==> config.mk <==
export PLATFORM = sky130hd
export DESIGN_NAME = regfile_wb_arbiter
export DESIGN_NICKNAME = d
export VERILOG_FILES = /design/src/rtl/regfile_wb_pkg.sv /design/src/rtl/wb_md_fifo.sv /design/src/rtl/regfile_wb_arbiter.sv
export SDC_FILE = /design/constraint.sdc
export NUM_CORES = 1
export LEC_CHECK = 0
export CORE_ASPECT_RATIO = 0.7
export CORE_MARGIN = 4
export CORE_UTILIZATION = 49
export DETAILED_ROUTE_END_ITERATION = 6
export PLACE_DENSITY = 0.76
export SLEW_MARGIN = 20
export SYNTH_ARGS = -nofsm -noshare
export SYNTH_HDL_FRONTEND = slang
export SYNTH_SLANG_ARGS = --single-unit
==> constraint.sdc <==
create_clock -name clk -period 5.5 [get_ports clk]
set_input_delay 0.825 -clock clk [delete_from_list [all_inputs] [get_ports clk]]
set_output_delay 0.825 -clock clk [all_outputs]
set_load 0.1 [all_outputs]
==> src/rtl/regfile_wb_pkg.sv <==
// Shared types and constants for the register-file write-side arbiter.
// The md result struct and the source-select enum are used by the top and its FIFO.
package regfile_wb_pkg;

  localparam int WIDTH    = 32;
  localparam int ADDR_W   = 5;
  localparam int NUM_REGS = 1 << ADDR_W;

  typedef struct packed {
    logic [ADDR_W-1:0] addr;
    logic [WIDTH-1:0]  data;
  } md_result_t;

  typedef enum logic [1:0] {
    SRC_NONE   = 2'd0,
    SRC_PIPE   = 2'd1,
    SRC_FIFO   = 2'd2,
    SRC_BYPASS = 2'd3
  } wb_src_e;

endpackage

==> src/rtl/wb_md_fifo.sv <==
// Small synchronous FIFO for mul/div results waiting for the write port.
// The pointers carry an extra wrap bit so that full and empty can be told apart.
module wb_md_fifo
  import regfile_wb_pkg::*;
#(
  parameter int DEPTH = 2
) (
  input  logic       clk,
  input  logic       rst_n,
  input  logic       push,
  input  logic       pop,
  input  md_result_t din,
  output md_result_t dout,
  output logic       full,
  output logic       empty
);

  localparam int PTR_W = $clog2(DEPTH);

  logic [PTR_W:0] wr_ptr_r;
  logic [PTR_W:0] rd_ptr_r;
  md_result_t     mem_r [DEPTH];

  assign empty = (wr_ptr_r == rd_ptr_r);
  assign full  = (wr_ptr_r[PTR_W] != rd_ptr_r[PTR_W]) &&
                 (wr_ptr_r[PTR_W-1:0] == rd_ptr_r[PTR_W-1:0]);
  assign dout  = mem_r[rd_ptr_r[PTR_W-1:0]];

  // Pointer update; pushes when full and pops when empty are ignored.
  always_ff @(posedge clk) begin
    if (!rst_n) begin
      wr_ptr_r <= {(PTR_W+1){1'b0}};
      rd_ptr_r <= {(PTR_W+1){1'b0}};
    end else begin
      if (push && !full) begin
        wr_ptr_r <= wr_ptr_r + {{PTR_W{1'b0}}, 1'b1};
      end
      if (pop && !empty) begin
        rd_ptr_r <= rd_ptr_r + {{PTR_W{1'b0}}, 1'b1};
      end
    end
  end

  // Storage array; contents are don't-care until written.
  always_ff @(posedge clk) begin
    if (push && !full) begin
      mem_r[wr_ptr_r[PTR_W-1:0]] <= din;
    end
  end

endmodule

==> src/rtl/regfile_wb_arbiter.sv <==
// Merges WB-stage and mul/div results onto the single register-file write port
// and tracks which registers still await a mul/div result.
module regfile_wb_arbiter #(
  parameter int WIDTH    = 32,
  parameter int ADDR_W   = 5,
  parameter int MD_DEPTH = 2
) (
  input  logic                     clk,
  input  logic                     rst_n,
  input  logic                     pipe_wen,
  input  logic [ADDR_W-1:0]        pipe_waddr,
  input  logic [WIDTH-1:0]         pipe_wdata,
  input  logic                     md_issue_valid,
  input  logic [ADDR_W-1:0]        md_issue_addr,
  input  logic                     md_valid,
  output logic                     md_ready,
  input  logic [ADDR_W-1:0]        md_addr,
  input  logic [WIDTH-1:0]         md_data,
  output logic                     rf_we,
  output logic [ADDR_W-1:0]        rf_waddr,
  output logic [WIDTH-1:0]         rf_wdata,
  output logic [(1<<ADDR_W)-1:0]   busy_mask,
  output logic                     waw_err
);

  localparam int NUM_REGS = 1 << ADDR_W;

  import regfile_wb_pkg::*;

  logic                pipe_live_s;
  logic                md_live_s;
  logic                issue_live_s;
  logic                fifo_full_s;
  logic                fifo_empty_s;
  logic                fifo_push_s;
  logic                fifo_pop_s;
  md_result_t          fifo_din_s;
  md_result_t          fifo_dout_s;
  wb_src_e             src_s;

  logic [NUM_REGS-1:0] busy_r;
  logic [NUM_REGS-1:0] set_vec_s;
  logic [NUM_REGS-1:0] clr_vec_s;
  logic [NUM_REGS-1:0] busy_nxt_s;
  logic                waw_set_s;
  logic                waw_r;

  logic                rf_we_r;
  logic [ADDR_W-1:0]   rf_waddr_r;
  logic [WIDTH-1:0]    rf_wdata_r;
  logic                rf_we_nxt_s;
  logic [ADDR_W-1:0]   rf_waddr_nxt_s;
  logic [WIDTH-1:0]    rf_wdata_nxt_s;

  // A full FIFO refuses new results even while it is being popped.
  assign md_ready     = rst_n && !fifo_full_s;
  assign pipe_live_s  = pipe_wen && (pipe_waddr != {ADDR_W{1'b0}});
  assign md_live_s    = md_valid && md_ready && (md_addr != {ADDR_W{1'b0}});
  assign issue_live_s = md_issue_valid && (md_issue_addr != {ADDR_W{1'b0}});

  // Write-port source priority: pipe, then queued md results, then bypass.
  always_comb begin
    src_s = SRC_NONE;
    if (pipe_live_s) begin
      src_s = SRC_PIPE;
    end else if (!fifo_empty_s) begin
      src_s = SRC_FIFO;
    end else if (md_live_s) begin
      src_s = SRC_BYPASS;
    end else begin
      src_s = SRC_NONE;
    end
  end

  // FIFO control; r0-addressed results are handshaken but never stored.
  always_comb begin
    fifo_din_s.addr = md_addr;
    fifo_din_s.data = md_data;
    fifo_push_s     = md_live_s && (src_s != SRC_BYPASS);
    fifo_pop_s      = (src_s == SRC_FIFO);
  end

  wb_md_fifo #(
    .DEPTH (MD_DEPTH)
  ) u_md_fifo (
    .clk   (clk),
    .rst_n (rst_n),
    .push  (fifo_push_s),
    .pop   (fifo_pop_s),
    .din   (fifo_din_s),
    .dout  (fifo_dout_s),
    .full  (fifo_full_s),
    .empty (fifo_empty_s)
  );

  // Next write-port contents; address and data hold when idle.
  always_comb begin
    rf_we_nxt_s    = 1'b0;
    rf_waddr_nxt_s = rf_waddr_r;
    rf_wdata_nxt_s = rf_wdata_r;
    case (src_s)
      SRC_PIPE: begin
        rf_we_nxt_s    = 1'b1;
        rf_waddr_nxt_s = pipe_waddr;
        rf_wdata_nxt_s = pipe_wdata;
      end
      SRC_FIFO: begin
        rf_we_nxt_s    = 1'b1;
        rf_waddr_nxt_s = fifo_dout_s.addr;
        rf_wdata_nxt_s = fifo_dout_s.data;
      end
      SRC_BYPASS: begin
        rf_we_nxt_s    = 1'b1;
        rf_waddr_nxt_s = md_addr;
        rf_wdata_nxt_s = md_data;
      end
      default: begin
        rf_we_nxt_s    = 1'b0;
      end
    endcase
  end

  // Scoreboard next state: a same-cycle set overrides the clear.
  always_comb begin
    set_vec_s = {NUM_REGS{1'b0}};
    clr_vec_s = {NUM_REGS{1'b0}};
    if (issue_live_s) begin
      set_vec_s[md_issue_addr] = 1'b1;
    end else begin
      set_vec_s = {NUM_REGS{1'b0}};
    end
    case (src_s)
      SRC_FIFO:   clr_vec_s[fifo_dout_s.addr] = 1'b1;
      SRC_BYPASS: clr_vec_s[md_addr] = 1'b1;
      default:    clr_vec_s = {NUM_REGS{1'b0}};
    endcase
    busy_nxt_s    = (busy_r & ~clr_vec_s) | set_vec_s;
    busy_nxt_s[0] = 1'b0;
    waw_set_s     = (pipe_live_s && busy_r[pipe_waddr]) ||
                    (issue_live_s && busy_r[md_issue_addr] && !clr_vec_s[md_issue_addr]);
  end

  // Registered write port, scoreboard and sticky WAW flag.
  always_ff @(posedge clk) begin
    if (!rst_n) begin
      rf_we_r    <= 1'b0;
      rf_waddr_r <= {ADDR_W{1'b0}};
      rf_wdata_r <= {WIDTH{1'b0}};
      busy_r     <= {NUM_REGS{1'b0}};
      waw_r      <= 1'b0;
    end else begin
      rf_we_r    <= rf_we_nxt_s;
      rf_waddr_r <= rf_waddr_nxt_s;
      rf_wdata_r <= rf_wdata_nxt_s;
      busy_r     <= busy_nxt_s;
      waw_r      <= waw_r | waw_set_s;
    end
  end

  assign rf_we     = rf_we_r;
  assign rf_waddr  = rf_waddr_r;
  assign rf_wdata  = rf_wdata_r;
  assign busy_mask = busy_r;
  assign waw_err   = waw_r;

endmodule

==> summary.md, run 1 <==
| Metric | Value |
|---|---|
| Pre-CTS setup slack | `1.22 ns` |
| Post-synth cell types | `63` |
| CP arrival | `4.26 ns` |
| Max Slew Vio Count | `0` |
| CP peak stage delay | `0.73 ns` |
| GR Util All Layers | `26.3%` |
| Setup TNS | `0 ns` |
| Htree depth | `4` |
| Num CTS Buffers | `17` |
| Worst path bufs/invs | `1` |
| Initial DRC count | `874` |
| Critical Path End Type | `flip-flop` |
| Asr flop ratio synth | `0%` |
| Initial cell density of the core | `50.5%` |
| Period minus WS final | `3.96 ns` |
| Drt drc | `0` |
| Peak supply drop | `0.239 mV` |
| Most frequent cells in the layout | `clkdlybuf4s50_1, dfxtp_1, edfxtp_1` |
| Grt total ovfl | `0` |
| Setup violators final | `0` |
| DRT Pass-1 Iters | `5` |
| CTS root buf | `clkbuf_16` |
| Leakage Power | `3.16 nW` |
| Via Count | `6628` |
| Initial antenna violation count | `0` |
| Rel. slew slack | `26.1%` |
| Drt via density | `6.37` |
| Deepest clock path buffer count | `2` |
| Placer Congestion | `0.969` |
| Critical path startpoint category | `primary input` |
| Worst Tran Pin Value | `1.11 ns` |
| Slowest-stage cell, CP | `clkdlybuf4s50_1` |
| Pwr/cell area | `349 nW/um^2` |
| Post-synth EDFFs | `74` |
| Syn_nets | `795` |
| CP delay by family, top | `simple AND/OR/NAND/NOR gates` |
| Hold Violations, Final | `0` |
| Worst EP required | `5.80 ns` |
| Syn Area/Cell | `10.6 sq um` |
| Clock Sinks | `149` |
| Die W | `156 um` |
| Row count | `37` |
| Cells after synthesis | `711` |
| Post-CTS Hold Fix Bufs | `0` |
| Commonest non-fill, non-tap cell in the layout | `clkdlybuf4s50_1` |
| Util after Layout | `65.8%` |
| Status | `finished clean` |
| Core area | `14900 sq um` |
| Number of port buffers | `154` |
| Detail Route Antenna Nets | `0` |
| Highest Clock Rate | `253 MHz` |
| Tot Pwr | `0.00341 W` |
| Placed Cells | `1009` |
| # diodes | `0` |
| Die Y | `112 um` |
| Wire length per cell | `22.3 um` |
| Synthesis warning total | `0` |
| Clock Skew | `0.0110 ns` |
| Number of global-route vias before repair | `6267` |
| Total of max-cap violations | `0` |
| Area grow syn2layout | `30.2%` |
| Worst-Skew Late Latency | `0.42 ns` |
| Nets | `917` |
| Hold crit path type | `reg -> reg` |
| Worst-path cell chain | `clkdlybuf4s50_1 -> or4_4 -> o21ai_4 -> and3_1 -> a22oi_1 -> mux2i_1 -> o22ai_1 -> nor4b_1 -> o41ai_1` |
| Post-cts sizing count | `0` |
| Worst Slack Setup Final | `1.54 ns` |
| CP Class | `in -> reg` |
| Flop and latch count out of synthesis | `149` |
| CTS tree | `done` |
| DP HPWL | `16.4 mm` |
| Tcrit/Tclk final | `71.9%` |
| Share of layout cells above drive strength 1 | `8.63%` |
| RSZ-0062 raised after global routing | `false` |
| Final WL | `23.2 mm` |
| First-pass GRT wire length | `36.1 mm` |
| Top Ports | `156` |
| Post-CTS Setup Bufs | `0` |
| CTS clk-pin slew, worst paths | `0.06 ns` |
| Post-Syn Area | `7510 sq um` |
| Largest net degree at the start of global routing | `81` |
| Crit Path Max Fanout | `28` |
| Post-Layout Cell Count | `1041` |
| Register area share after synthesis | `49.6%` |
| Synth Flop Type | `dfxtp_1` |
| Die area | `17400 sq um` |
[area by class of cell]
| type | instances | area [sq um] |
|---|---|---|
| fillers | 1173 | 5080 |
| flip-flops and latches | 149 | 3720 |
| multi-input cells | 494 | 3560 |
| repair buffers | 166 | 1620 |
| clock buffers | 19 | 433 |
| well taps | 195 | 244 |
| clock inverters | 13 | 180 |
| inverters | 5 | 18.8 |
[worst reg2reg max path, cell delays in order, from the launching register on]
cell and delay (ns):
dfxtp_1 0.37, xnor2_1 0.57, nand2_2 0.69, nor2_1 0.64, nand2_1 0.43, buf_4 0.37, o221ai_1 0.26, a21oi_1 0.08
[metal layers]
metal	vias up	part of all wire (%)	global-route usage [%]
li1	3021	-	-
met1	3149	46	39.8
met2	396	42	36.6
met3	62	10	7.30
met4	0	2.3	8.16
met5	-	0	0
[path summary, 6_finish.rpt]
| kind | from | end | slack [ns] | cells after the start |
|---|---|---|---|---|
| worst max register to register | u_md_fifo.wr_ptr_r[0]$_SDFFE_PN0P_ | rf_waddr[2]$_SDFFE_PN0P_ | 1.93 | 7 |
| worst min-delay path | rf_waddr[4]$_SDFFE_PN0P_ | rf_waddr[4]$_SDFFE_PN0P_ | 0.54 | 2 |
| worst min register to register | rf_waddr[4]$_SDFFE_PN0P_ | rf_waddr[4]$_SDFFE_PN0P_ | 0.54 | 2 |
| worst max-delay path | pipe_waddr[1] | waw_err$_SDFF_PN0_ | 1.54 | 9 |
[cells in the mapped netlist (7+ instances only)]
library cell | count | area [sq um]
o22ai_1 | 8 | 50.1
edfxtp_1 | 74 | 2220
nor2_1 | 28 | 105
nand3_1 | 7 | 35.0
o31ai_1 | 36 | 270
mux2i_1 | 47 | 470
nand2_1 | 57 | 214
dfxtp_1 | 75 | 1500
a21oi_1 | 48 | 240
buf_1 | 10 | 37.5
o221ai_1 | 38 | 333
mux4_2 | 8 | 180
o21ai_0 | 7 | 35.0
nor3_1 | 13 | 65.1
nor2b_1 | 40 | 250
a22oi_1 | 56 | 420
clkbuf_1 | 45 | 169
[flip-flops by register name, indices dropped and copies added (netlist names), named ones only]
name                cells
rf_waddr                5
rf_wdata               32
busy_mask              31
rf_we                   1
u_md_fifo.mem_r        74
waw_err                 1
u_md_fifo.rd_ptr_r      2
u_md_fifo.wr_ptr_r      2
[stage by stage]
step	hold WS (ns)	instance area, sq um
after floorplan	0.554	7520
after global placement	0.510	9170
after detailed placement	0.511	9160
after CTS	0.546	9780
after global routing	0.578	9780
final	0.544	9780
[power by group]
part / leakage [nW] / internal (W) / switching [W]
Sequential: 1.29 / 0.00124 / 0.0000500
Clock: 0.296 / 0.000758 / 0.000454
Combinational: 1.58 / 0.000264 / 0.000650
Total: 3.16 / 0.00226 / 0.00115
[cell families after synthesis]
family,count (synthesis),share of synthesized area (%)
AOI/OAI and AO/OA,226,21.8
and+or+nand+nor,197,14.1
DFF,149,49.6
buffers and inverters,68,3.65
muxes,62,9.91
xor gates and xnor gates,8,0.933
other,1,0.0499
(Power assumes the default switching activity.)
==> inputs of run 2 (changes only) <==
- clock period: 5.5 -> 3.99 ns (I/O delays scaled with it)
==> run 2 against run 1 <==
Net effect:
- clock power is 26% higher
- sequential cell count stayed put
- sequential power grew 38%
- clock-buffer cell count is 2 lower
- total power rose by 34%
- critical path type unchanged
- largest power group unchanged
- cell count grew 1.1%
- hold slack got worse by 0.0041 ns
- combinational power grew 39%
- die area unchanged
==> summary.md, run 2 (synthesized netlist as in run 1, its figures left out) <==
| Metric | Value |
|---|---|
| Setup violators final | `0 (unchanged)` |
| Worst R2R Path Depth | `8 (+1)` |
| Htree depth | `4 (unchanged)` |
| Clock power frac | `33.3% (-2.2 points)` |
| Hold crit path type | `reg -> reg` |
| Area grow syn2layout | `31.0%` |
| Crit Path Max Fanout | `13 (-54%)` |
| Total of max-cap violations | `0 (unchanged)` |
| Number of port buffers | `154 (unchanged)` |
| Final WL | `23.8 mm (+2.5%)` |
| Util after Layout | `66.2% (+0.39 points)` |
| FF-to-FF End | `waw_err$_SDFF_PN0_` |
| # diodes | `0 (unchanged)` |
| Largest net degree at the start of global routing | `75 (-7.4%)` |
| Placer Congestion | `0.989 (+2.1%)` |
| Peak supply drop | `0.319 mV (+34%)` |
| Top Ports | `156 (unchanged)` |
| Post-CTS Hold Fix Bufs | `0 (unchanged)` |
| Clock Sinks | `149 (unchanged)` |
| DRT Pass-1 Iters | `5 (unchanged)` |
| Deepest clock path buffer count | `2 (unchanged)` |
| Highest Clock Rate | `296 MHz` |
| RSZ-0062 raised after global routing | `false` |
| CP Class | `in -> reg` |
| Pwr/cell area | `465 nW/um^2 (+33%)` |
| Reg2Reg Setup Slack | `0.68 ns (-1.25 ns)` |
| Worst Setup EP | `waw_err$_SDFF_PN0_` |
| Share of layout cells above drive strength 1 | `10.2% (+1.5 points)` |
| Most frequent cells in the layout | `clkdlybuf4s50_1, dfxtp_1, edfxtp_1` |
| Sw Pwr | `0.00163 W (+42%)` |
| Worst-Skew Late Latency | `0.42 ns (about the same)` |
| Combinational share of power | `27.8% (+1.0 points)` |
| Initial cell density of the core | `50.5% (unchanged)` |
| Critical Path End Type | `flip-flop` |
| Hold path start | `rf_waddr[0]$_SDFFE_PN0P_` |
| DP HPWL | `17.0 mm (+3.6%)` |
| First-pass GRT wire length | `36.7 mm (+1.6%)` |
| Rel. slew slack | `29.8% (+3.7 points)` |
| Grt total ovfl | `0 (unchanged)` |
| Drt drc | `0 (unchanged)` |
| Post-CTS Setup Bufs | `0 (unchanged)` |
| Number of global-route vias before repair | `6401 (+2.1%)` |
| Via Count | `6719 (+1.4%)` |
| Wire length per cell | `22.6 um (+1.4%)` |
| Worst EP required | `4.30 ns (-1.50 ns)` |
| CTS clk-pin slew, worst paths | `0.07 ns (about the same)` |
| Status | `finished clean` |
| Drt via density | `6.39 (+0.31%)` |
| GR Util All Layers | `27.0% (+0.65 points)` |
| Nets | `929 (+1.3%)` |
| Sequential Power Share | `38.8% (+1.1 points)` |
| Clock Skew | `0.0135 ns (+0.00252 ns)` |
| Core area | `14900 sq um (unchanged)` |
| CP arrival | `3.68 ns (-0.58 ns)` |
| CTS tree | `done` |
| Worst Tran Pin Value | `1.05 ns (-0.0562 ns)` |
| CTS root buf | `clkbuf_16` |
| Detail Route Antenna Nets | `0 (unchanged)` |
| Critical path origin | `pipe_waddr[3]` |
| Net switching fraction of the power | `35.7% (+1.9 points)` |
| Setup TNS | `0 ns (unchanged)` |
| Worst R2R Start | `u_md_fifo.wr_ptr_r[0]$_SDFFE_PN0P_` |
| Max reg flops | `74 (unchanged)` |
| Internal power | `0.00294 W (+30%)` |
| Tot Pwr | `0.00458 W (+34%)` |
| Commonest non-fill, non-tap cell in the layout | `clkdlybuf4s50_1` |
| Row count | `37 (unchanged)` |
| Post-cts sizing count | `0 (unchanged)` |
| Die area | `17400 sq um (unchanged)` |
| Num CTS Buffers | `17 (unchanged)` |
| Hold Violations, Final | `0 (unchanged)` |
| Die Y | `112 um (unchanged)` |
| Period minus WS final | `3.37 ns` |
| Leakage Power | `3.20 nW (+1.2%)` |
| Tcrit/Tclk final | `84.5%` |
| WHS | `0.540 ns (-0.00411 ns)` |
| Die W | `156 um (unchanged)` |
| Critical path startpoint category | `primary input` |
| Initial DRC count | `641 (-27%)` |
| Max Slew Vio Count | `0 (unchanged)` |
| Initial antenna violation count | `0 (unchanged)` |
run 2: cell types whose count changed in the layout (fill, tap and decap cells not counted), moves of 2 or more:
cell / previous run / this run
inv_6: 1 / 3
clkbuf_1: 2 / 0
bufinv_16: 4 / 1
buf_4: 12 / 23
clkinvlp_4: 1 / 3
buf_12: 0 / 2
run 2: per-layer routing:
metal  up-vias  part of all wire [%]  track usage, %
li1       3042                     -               -
met5         -                     0               0
met2       389                    43            38.2
met4         0                   1.4            6.65
met1      3252                    45            40.8
met3        36                    10            7.69
run 2: how the worst min path moves through the flow:
stage          cells past startpoint  slack [ns]                            endpoint
2_1_floorplan                      2        0.55  u_md_fifo.wr_ptr_r[1]$_SDFFE_PN0P_
3_3_place_gp                       2        0.52            rf_waddr[0]$_SDFFE_PN0P_
3_5_place_dp                       2        0.53            rf_waddr[0]$_SDFFE_PN0P_
4_1_cts                            3        0.52            rf_waddr[0]$_SDFFE_PN0P_
5_1_grt                            3        0.53            rf_waddr[0]$_SDFFE_PN0P_
6_report                           2        0.54            rf_waddr[0]$_SDFFE_PN0P_
run 2: power groups by stage:
stage	clock network [W]	logic (W)	registers (W)
floorplan	0	0.000486	0.00221
global placement	0	0.00125	0.00181
detailed placement	0	0.00126	0.00181
CTS	0.00154	0.00127	0.00178
global route	0.00161	0.00134	0.00179
finish	0.00152	0.00127	0.00178
run 2: cell type report:
class,instances,area [sq um]
multi-input combinational,494,3560
tap,195,244
timing repair buffer,178,1740
inverter,5,18.8
clock inverter,14,126
clock buffer,17,425
fill,1127,5020
sequential,149,3720
run 2: stage by stage:
stage / cells / cell area [sq um] / setup WS, ns
finish: 1052 / 9840 / 0.617
floorplan: 711 / 7540 / 0.153
global placement: 1021 / 9290 / 0.353
global route: 1052 / 9840 / 0.472
detailed placement: 1021 / 9290 / 0.306
CTS: 1052 / 9840 / 0.697
run 2: critical path, stage by stage:
cell             delay, ns
clkdlybuf4s50_1       0.54
or4_4                 0.61
o21a_4                0.30
nor3_2                0.59
a22oi_1               0.22
a22oi_1               0.22
a31oi_1               0.11
a311oi_1              0.37
o41ai_1               0.13
==> inputs of run 3 (changes only) <==
- clock period: 3.99 -> 3.45 ns (I/O delays scaled with it)
==> run 3 against run 2 <==
Net effect:
- die area did not move
- sequential share of layout area fell by 0.76 points
- clock-buffer cell count is 1 higher
- hold slack lost 0.061 ns
- register-to-register slack worse by 0.32 ns
- clock power grew 27%
- critical path type is now reg -> reg
==> summary.md, run 3 (synthesized netlist as in run 1, its figures left out) <==
| Metric | Value |
|---|---|
| Top Ports | `156 (unchanged)` |
| Worst Hold Path EP | `u_md_fifo.wr_ptr_r[0]$_SDFFE_PN0P_` |
| Num CTS Buffers | `17 (unchanged)` |
| Slowest-stage cell, CP | `xnor2_1` |
| Post-CTS Setup Bufs | `0 (unchanged)` |
| Period minus WS final | `3.09 ns` |
| Initial cell density of the core | `50.5% (unchanged)` |
| Worst-Skew Late Latency | `0.42 ns (about the same)` |
| CTS root buf | `clkbuf_16` |
| Worst Tran Pin Value | `1.05 ns (-0.00506 ns)` |
| Nets | `950 (+2.3%)` |
| Core area | `14900 sq um (unchanged)` |
| Leakage Power | `3.34 nW (+4.3%)` |
| Pwr/cell area | `546 nW/um^2 (+17%)` |
| CTS clk-pin slew, worst paths | `0.07 ns (about the same)` |
| Clock Skew | `0.0122 ns (-0.00130 ns)` |
| Area grow syn2layout | `33.6%` |
| Deepest clock path buffer count | `2 (unchanged)` |
| Setup violators final | `0 (unchanged)` |
| CP arrival | `3.42 ns (-0.26 ns)` |
| First-pass GRT wire length | `37.7 mm (+2.7%)` |
| Fill cells | `1131 (+0.35%)` |
| Hold path start | `rst_n` |
| Die W | `156 um (unchanged)` |
| Commonest non-fill, non-tap cell in the layout | `clkdlybuf4s50_1` |
| DRT Pass-1 Iters | `6 (+1)` |
| Detail Route Antenna Nets | `0 (unchanged)` |
| Via Count | `6784 (+0.97%)` |
| Status | `finished clean` |
| Largest net degree at the start of global routing | `75 (unchanged)` |
| Grt total ovfl | `0 (unchanged)` |
| Die area | `17400 sq um (unchanged)` |
| Worst R2R Start | `u_md_fifo.wr_ptr_r[0]$_SDFFE_PN0P_` |
| Share of layout cells above drive strength 1 | `12.6% (+2.5 points)` |
| Total of max-cap violations | `0 (unchanged)` |
| Pre-CTS setup slack | `0.180 ns (-0.125 ns)` |
| Worst EP required | `3.77 ns (-0.53 ns)` |
| Critical Path End Type | `flip-flop` |
| CTS tree | `done` |
| Worst R2R Path Depth | `9 (+1)` |
| Critical path startpoint category | `flip-flop` |
| Most frequent cells in the layout | `clkdlybuf4s50_1, dfxtp_1, edfxtp_1` |
| Row count | `37 (unchanged)` |
| Peak supply drop | `0.448 mV (+40%)` |
| Wire length per cell | `22.9 um (+1.3%)` |
| Drt drc | `0 (unchanged)` |
| Post-cts sizing count | `0 (unchanged)` |
| Hold Violations, Final | `0 (unchanged)` |
| Number of global-route vias before repair | `6417 (+0.25%)` |
| Highest Clock Rate | `323 MHz` |
| Tcrit/Tclk final | `89.7%` |
| Worst-path cell chain | `xnor2_1 -> nand2_2 -> and3_1 -> a22oi_1 -> mux2i_1 -> o22ai_1 -> nor4b_1 -> buf_4 -> o41ai_1` |
| Post-CTS Hold Fix Bufs | `0 (unchanged)` |
| Max reg flops | `74 (unchanged)` |
| Worst Slack Setup Final | `0.357 ns (-0.260 ns)` |
| Drt via density | `6.32 (-1.1%)` |
| CP peak stage delay | `0.70 ns (+0.09 ns)` |
| Initial antenna violation count | `0 (unchanged)` |
| CP Class | `reg -> reg` |
| GR Util All Layers | `27.8% (+0.83 points)` |
| Number of port buffers | `154 (unchanged)` |
| Hold crit path type | `in -> reg` |
| Max Slew Vio Count | `0 (unchanged)` |
| # diodes | `0 (unchanged)` |
| Die Y | `112 um (unchanged)` |
| Crit Path Max Fanout | `13 (unchanged)` |
| Reg2Reg Setup Slack | `0.36 ns (-0.32 ns)` |
| Post-Layout Cell Count | `1074 (+2.1%)` |
| Placer Congestion | `0.995 (+0.60%)` |
| Worst Hold Path Cells | `2 (unchanged)` |
| DP HPWL | `18.2 mm (+6.6%)` |
| RSZ-0062 raised after global routing | `false` |
| Final WL | `24.6 mm (+3.4%)` |
| Setup TNS | `0 ns (unchanged)` |
| Initial DRC count | `795 (+24%)` |
| FF-to-FF End | `waw_err$_SDFF_PN0_` |
| Clock Sinks | `149 (unchanged)` |
| Placed Cells | `1042 (+2.1%)` |
| Rel. slew slack | `30.1% (+0.34 points)` |
| Tot Pwr | `0.00548 W (+20%)` |
| Htree depth | `4 (unchanged)` |
[run 3: cell count changes in the layout (fill, tap and decap cells not counted), sizes merged]
cell / before / now
buf: 26 / 49
clkinv: 6 / 0
inv: 9 / 15
clkdlybuf4s50: 152 / 150
bufinv: 1 / 2
clkbuf: 17 / 18
clkinvlp: 3 / 2
[run 3: how the worst max path moves through the flow]
stage	from	endpoint	slack (ns)	cells after the start
CTS	u_md_fifo.wr_ptr_r[0]$_SDFFE_PN0P_	waw_err$_SDFF_PN0_	0.40	9
global placement	pipe_waddr[3]	waw_err$_SDFF_PN0_	0.28	10
finish	u_md_fifo.wr_ptr_r[0]$_SDFFE_PN0P_	waw_err$_SDFF_PN0_	0.36	9
global route	u_md_fifo.wr_ptr_r[0]$_SDFFE_PN0P_	waw_err$_SDFF_PN0_	0.15	9
detailed placement	pipe_waddr[3]	waw_err$_SDFF_PN0_	0.18	10
floorplan	rst_n	u_md_fifo.mem_r[0][0]$_DFFE_PP_	0.02	5
[run 3: area by class of cell]
type                            instances  area [sq um]  area share, %
Clock buffer                           18           429           4.28
Clock inverter                         14           175           1.75
Inverter                                5          18.8          0.187
Multi-Input combinational cell        494          3570           35.5
Sequential cell                       149          3720           37.1
Tap cell                              195           244           2.43
Timing Repair Buffer                  199          1880           18.7
[run 3: where the power goes]
part | leakage, nW | total [W] | switching [W] | internal, W
Combinational | 1.76 | 0.00150 | 0.00105 | 0.000450
Sequential | 1.29 | 0.00205 | 0.0000801 | 0.00197
Clock | 0.292 | 0.00193 | 0.000827 | 0.00110
Total | 3.34 | 0.00548 | 0.00196 | 0.00352
[run 3: worst max-delay path: cells and delay by family, from the launching register on]
| kind | cells | cell delay [ns] |
|---|---|---|
| buffers and inverters | 1 | 0.17 |
| AND/OR/NAND/NOR | 3 | 0.78 |
| multiplexers | 1 | 0.13 |
| XOR/XNOR | 1 | 0.70 |
| AO/OA/AOI/OAI | 3 | 0.87 |
| flip-flops | 1 | 0.36 |
[run 3: routing by layer]
metal | track usage [%] | wire (um) | share of wire [%] | vias up
li1 | - | - | - | 3088
met1 | 42.2 | 11300 | 46 | 3312
met2 | 38.1 | 10300 | 42 | 340
met5 | 2.24 | 48 | 0.20 | -
met3 | 9.09 | 2490 | 10 | 42
met4 | 6.71 | 386 | 1.6 | 2
[run 3: through the flow]
step	cell area, sq um	hold slack (ns)	util [%]
3_3_place_gp	9430	0.505	63.5
4_1_cts	10000	0.462	67.5
2_1_floorplan	7540	0.554	-
3_5_place_dp	9430	0.509	63.5
6_report	10000	0.479	67.5
5_1_grt	10000	0.498	67.5
==> variant 1, RTL diff (settings of run 1) <==
`ADDR_W` is set to 5 in 2 places; all go to 4.
--- a/src/rtl/regfile_wb_pkg.sv
+++ b/src/rtl/regfile_wb_pkg.sv
@@ -4,5 +4,5 @@
 
   localparam int WIDTH    = 32;
-  localparam int ADDR_W   = 5;
+  localparam int ADDR_W   = 4;
   localparam int NUM_REGS = 1 << ADDR_W;
 
--- a/src/rtl/regfile_wb_arbiter.sv
+++ b/src/rtl/regfile_wb_arbiter.sv
@@ -3,5 +3,5 @@
 module regfile_wb_arbiter #(
   parameter int WIDTH    = 32,
-  parameter int ADDR_W   = 5,
+  parameter int ADDR_W   = 4,
   parameter int MD_DEPTH = 2
 ) (
Ports: changed (5 resized); port bits go from 156 to 136. No check against the original RTL was run, so the function may have changed too.
==> variant 1 against run 1 <==
The run now ends with design-rule violations left; synthesized cell count is 26% lower; sequential cell count is 19 lower; worst setup slack worse by 170 ps; wire length is 26% lower; synthesized area is 19% lower; sequential power is 10% lower; final area is 17% lower; power is 6.6% lower; sequential share of layout area is 3.0 points higher; register-to-register slack better by 670 ps; critical path depth is 1 lower; via count is 25% lower.
==> variant 1: results <==
[status]
status = "finished with violations"
violations = "design-rule violations"

[worst_setup_path]
slowest_stage = "o41ai_4"
cp_data_arrival_time_ps = 4430
critPathMaxFanout = 14
max_stage_delay_ps = 900

[placement]
place_hpwl_um = 11950
placed_cells = 787
gp_congestion = 0.9277

[yosys]
synth_area_leaders = "edfxtp_1, dfxtp_1, mux2_2"
synth_edf_count = 72
synthCells = 528
yosys-top-cells-count = "edfxtp_1, dfxtp_1, nand2_1"
synth.net_count = 609

[finish]
largest_register_ffs = 72
drive_gt1_share_pct = 11.20

[route]
drc = 4
drt_iter0_drc = 507
vias = 4997
dr_wl_met3_um = 1865
viasPerCell = 6.109
dr_wl_met2_um = 7424
drt-wirelength-per-cell_um = 20.93

[global_route]
grt_max_degree = 60

[sta]
relSlewSlack_pct = 28.06

[pwr]
power_leakage_uw = 0.002827
==> variant 1: worst register-to-register path, delay by kind of cell (launching register included) <==
kind / cells / cell delay [ps]
DFF: 1 / 460
AOI/OAI and AO/OA: 4 / 1190
and+or+nand+nor: 2 / 810
xor gates and xnor gates: 1 / 330
==> variant 1: per-stage QoR <==
| stage | instance area (um2) | utilization (%) | total power (uW) | setup slack, ps | hold WS, ps |
|---|---|---|---|---|---|
| floorplan | 6056 | - | 1794 | 799.7 | 588.5 |
| global placement | 7496 | 63.04 | 2036 | 1124 | 481.1 |
| detailed placement | 7498 | 63.06 | 2048 | 935.8 | 490.4 |
| CTS | 8104 | 68.15 | 3204 | 1357 | 499.7 |
| global route | 8104 | 68.15 | 3310 | 1137 | 522.1 |
| finish | 8104 | 68.15 | 3186 | 1370 | 499.8 |
==> variant 1: final cells by class <==
cell class	count	area, um2
Clock buffer	17	425.4
Fill cell	881	3787
Timing Repair Buffer	141	1389
Clock inverter	14	180.2
Sequential cell	130	3327
Tap cell	157	196.4
Multi-Input combinational cell	351	2556
Inverter	8	30.03
==> variant 1: power by group through the flow <==
stage,clock [uW],combinational [uW],sequential [uW]
4_1_cts,1170,869,1160
2_1_floorplan,0,314,1480
3_5_place_dp,0,865,1180
6_report,1160,868,1160
5_1_grt,1220,915,1170
3_3_place_gp,0,857,1180
==> variant 1: logic make-up after synthesis <==
family	after synthesis	synth area share, %
compound gates	148	19.90
flops	130	54.88
mux	46	8.864
simple gates	149	12.07
other cells	1	0.06192
xor+xnor	7	1.137
buf+inv	47	3.099
==> variant 1: path summary, 6_finish.rpt <==
check                   startpoint     endpoint  slack, ps  depth (start not counted)
min                    rf_wdata[6]  rf_wdata[6]        500                          1
max reg2reg  u_md_fifo.wr_ptr_r[0]      waw_err       2600                          7
max                  pipe_waddr[1]      waw_err       1370                          8
min reg2reg            rf_wdata[6]  rf_wdata[6]        500                          1
==> variant 1: routing by layer <==
layer | GRT usage [%] | vias up
li1 | - | 2309
met1 | 34.95 | 2418
met2 | 35.07 | 251
met3 | 8.298 | 19
met4 | 6.404 | 0
met5 | 0 | -
==> variant 2, RTL diff (config.mk and constraints of run 1) <==
Without the edit above. Reset style: asynchronous (`rst_n`), changed in 2 clocked blocks.
--- a/src/rtl/wb_md_fifo.sv
+++ b/src/rtl/wb_md_fifo.sv
@@ -28,5 +28,5 @@
 
   // Pointer update; pushes when full and pops when empty are ignored.
-  always_ff @(posedge clk) begin
+  always_ff @(posedge clk or negedge rst_n) begin
     if (!rst_n) begin
       wr_ptr_r <= {(PTR_W+1){1'b0}};
--- a/src/rtl/regfile_wb_arbiter.sv
+++ b/src/rtl/regfile_wb_arbiter.sv
@@ -142,5 +142,5 @@
 
   // Registered write port, scoreboard and sticky WAW flag.
-  always_ff @(posedge clk) begin
+  always_ff @(posedge clk or negedge rst_n) begin
     if (!rst_n) begin
       rf_we_r    <= 1'b0;
Check against the original RTL: differs if rst_n is asserted again (counterexample within 4 cycles, from zero or initial values and one cycle with rst_n low); with rst_n held inactive, the same outputs for 4 cycles.
==> variant 2 against run 1 <==
The run now ends with design-rule violations left; sequential cell count down 1; synthesized area is 0.82% higher; non-clock buffer count shrank 2; count of clock-buffer cells in the layout is 1 lower; die area is 0.76% higher; worst setup slack got worse by 300 ps; register-to-register slack better by 580 ps; utilization rose by 0.29 points; wire length grew 1.2%; via count fell by 0.15%; final area rose by 0.75%; critical path type unchanged; highest routed layer is now met5.
Power is left out: the tool's default activity adds up to more than one toggle a clock period on the data nets, which glitch-free logic cannot reach.
==> variant 2: results <==
[route]
viasPerCell = 6.618
firstDrtPassIters = 7
vias = 6618
dr.max_layer_used = "met5"
drt_iter0_drc = 1004
drc = 78
wl_um = 23450
dr_wl_met3_um = 2871
dr_wl_met2_um = 10130

[finish]
n_all_inverters = 4
clkbuf_count = 18
nets = 876
sh_seq_area_pct = 41.36
buf_share_pct = 16.38
final_area_mm2 = 0.009853
multi_input_area_share_pct = 33.70
comb.multi_input.count = 457
fill_cells = 1126
num-nonclk-buffers = 164

[placement]
gp_congestion = 1.050
pre_cts_ws_ps = 1135
placed_area_mm2 = 0.009266
placed_cells = 968

[global_route]
use_met2_pct = 37.66
use_met3_pct = 10.18
grt_max_degree = 71
grt_first_pass_wirelength_um = 36370
grt_usage_pct = 26.44
grt_pass1_vias = 6432

[worst_setup_path]
cp_data_arrival_time_ps = 4550
critPathMaxFanout = 17
max_stage_delay_ps = 810

[yosys]
synth.net_count = 740
yosys-top-cells-count = "dfrtp_1, edfxtp_1, nor2_1"
synthArstFlopShare_pct = 50.00
synth.yosys.seq_area_share_pct = 53.80
synth_flop_cell = "edfxtp_1"
synth_area_leaders = "edfxtp_1, dfrtp_1, mux2_2"
avgSynthCellArea_um2 = 11.54

[min_path]
hold_class = "in -> async"

[floorplanning]
die_w_um = 156.6

[clock_tree]
cts.sinks = 148

[status]
violations = "design-rule violations"
status = "finished with violations"

[sta]
relSlewSlack_pct = 25.98
variant 2: path summary, 6_finish.rpt:
path                                        from               endpoint  slack [ps]  cells past startpoint
min                                        rst_n  u_md_fifo.wr_ptr_r[1]         220                      1
max reg2reg                u_md_fifo.rd_ptr_r[0]                waw_err        2510                      8
max                                pipe_waddr[1]                waw_err        1250                      9
min reg2reg                u_md_fifo.wr_ptr_r[1]  u_md_fifo.wr_ptr_r[1]         500                      1
max in group asynchronous                  rst_n           rf_wdata[12]        4140                      2
min in group clk           u_md_fifo.wr_ptr_r[1]  u_md_fifo.wr_ptr_r[1]         500                      1
variant 2: kinds of logic after synthesis:
family,count (synthesis),share of synthesized area (%)
xor gates and xnor gates,7,0.8097
buffers and inverters,51,2.891
and+or+nand+nor,180,12.41
DFF,148,53.80
AOI/OAI and AO/OA,209,19.17
muxes,60,10.87
other,1,0.04952
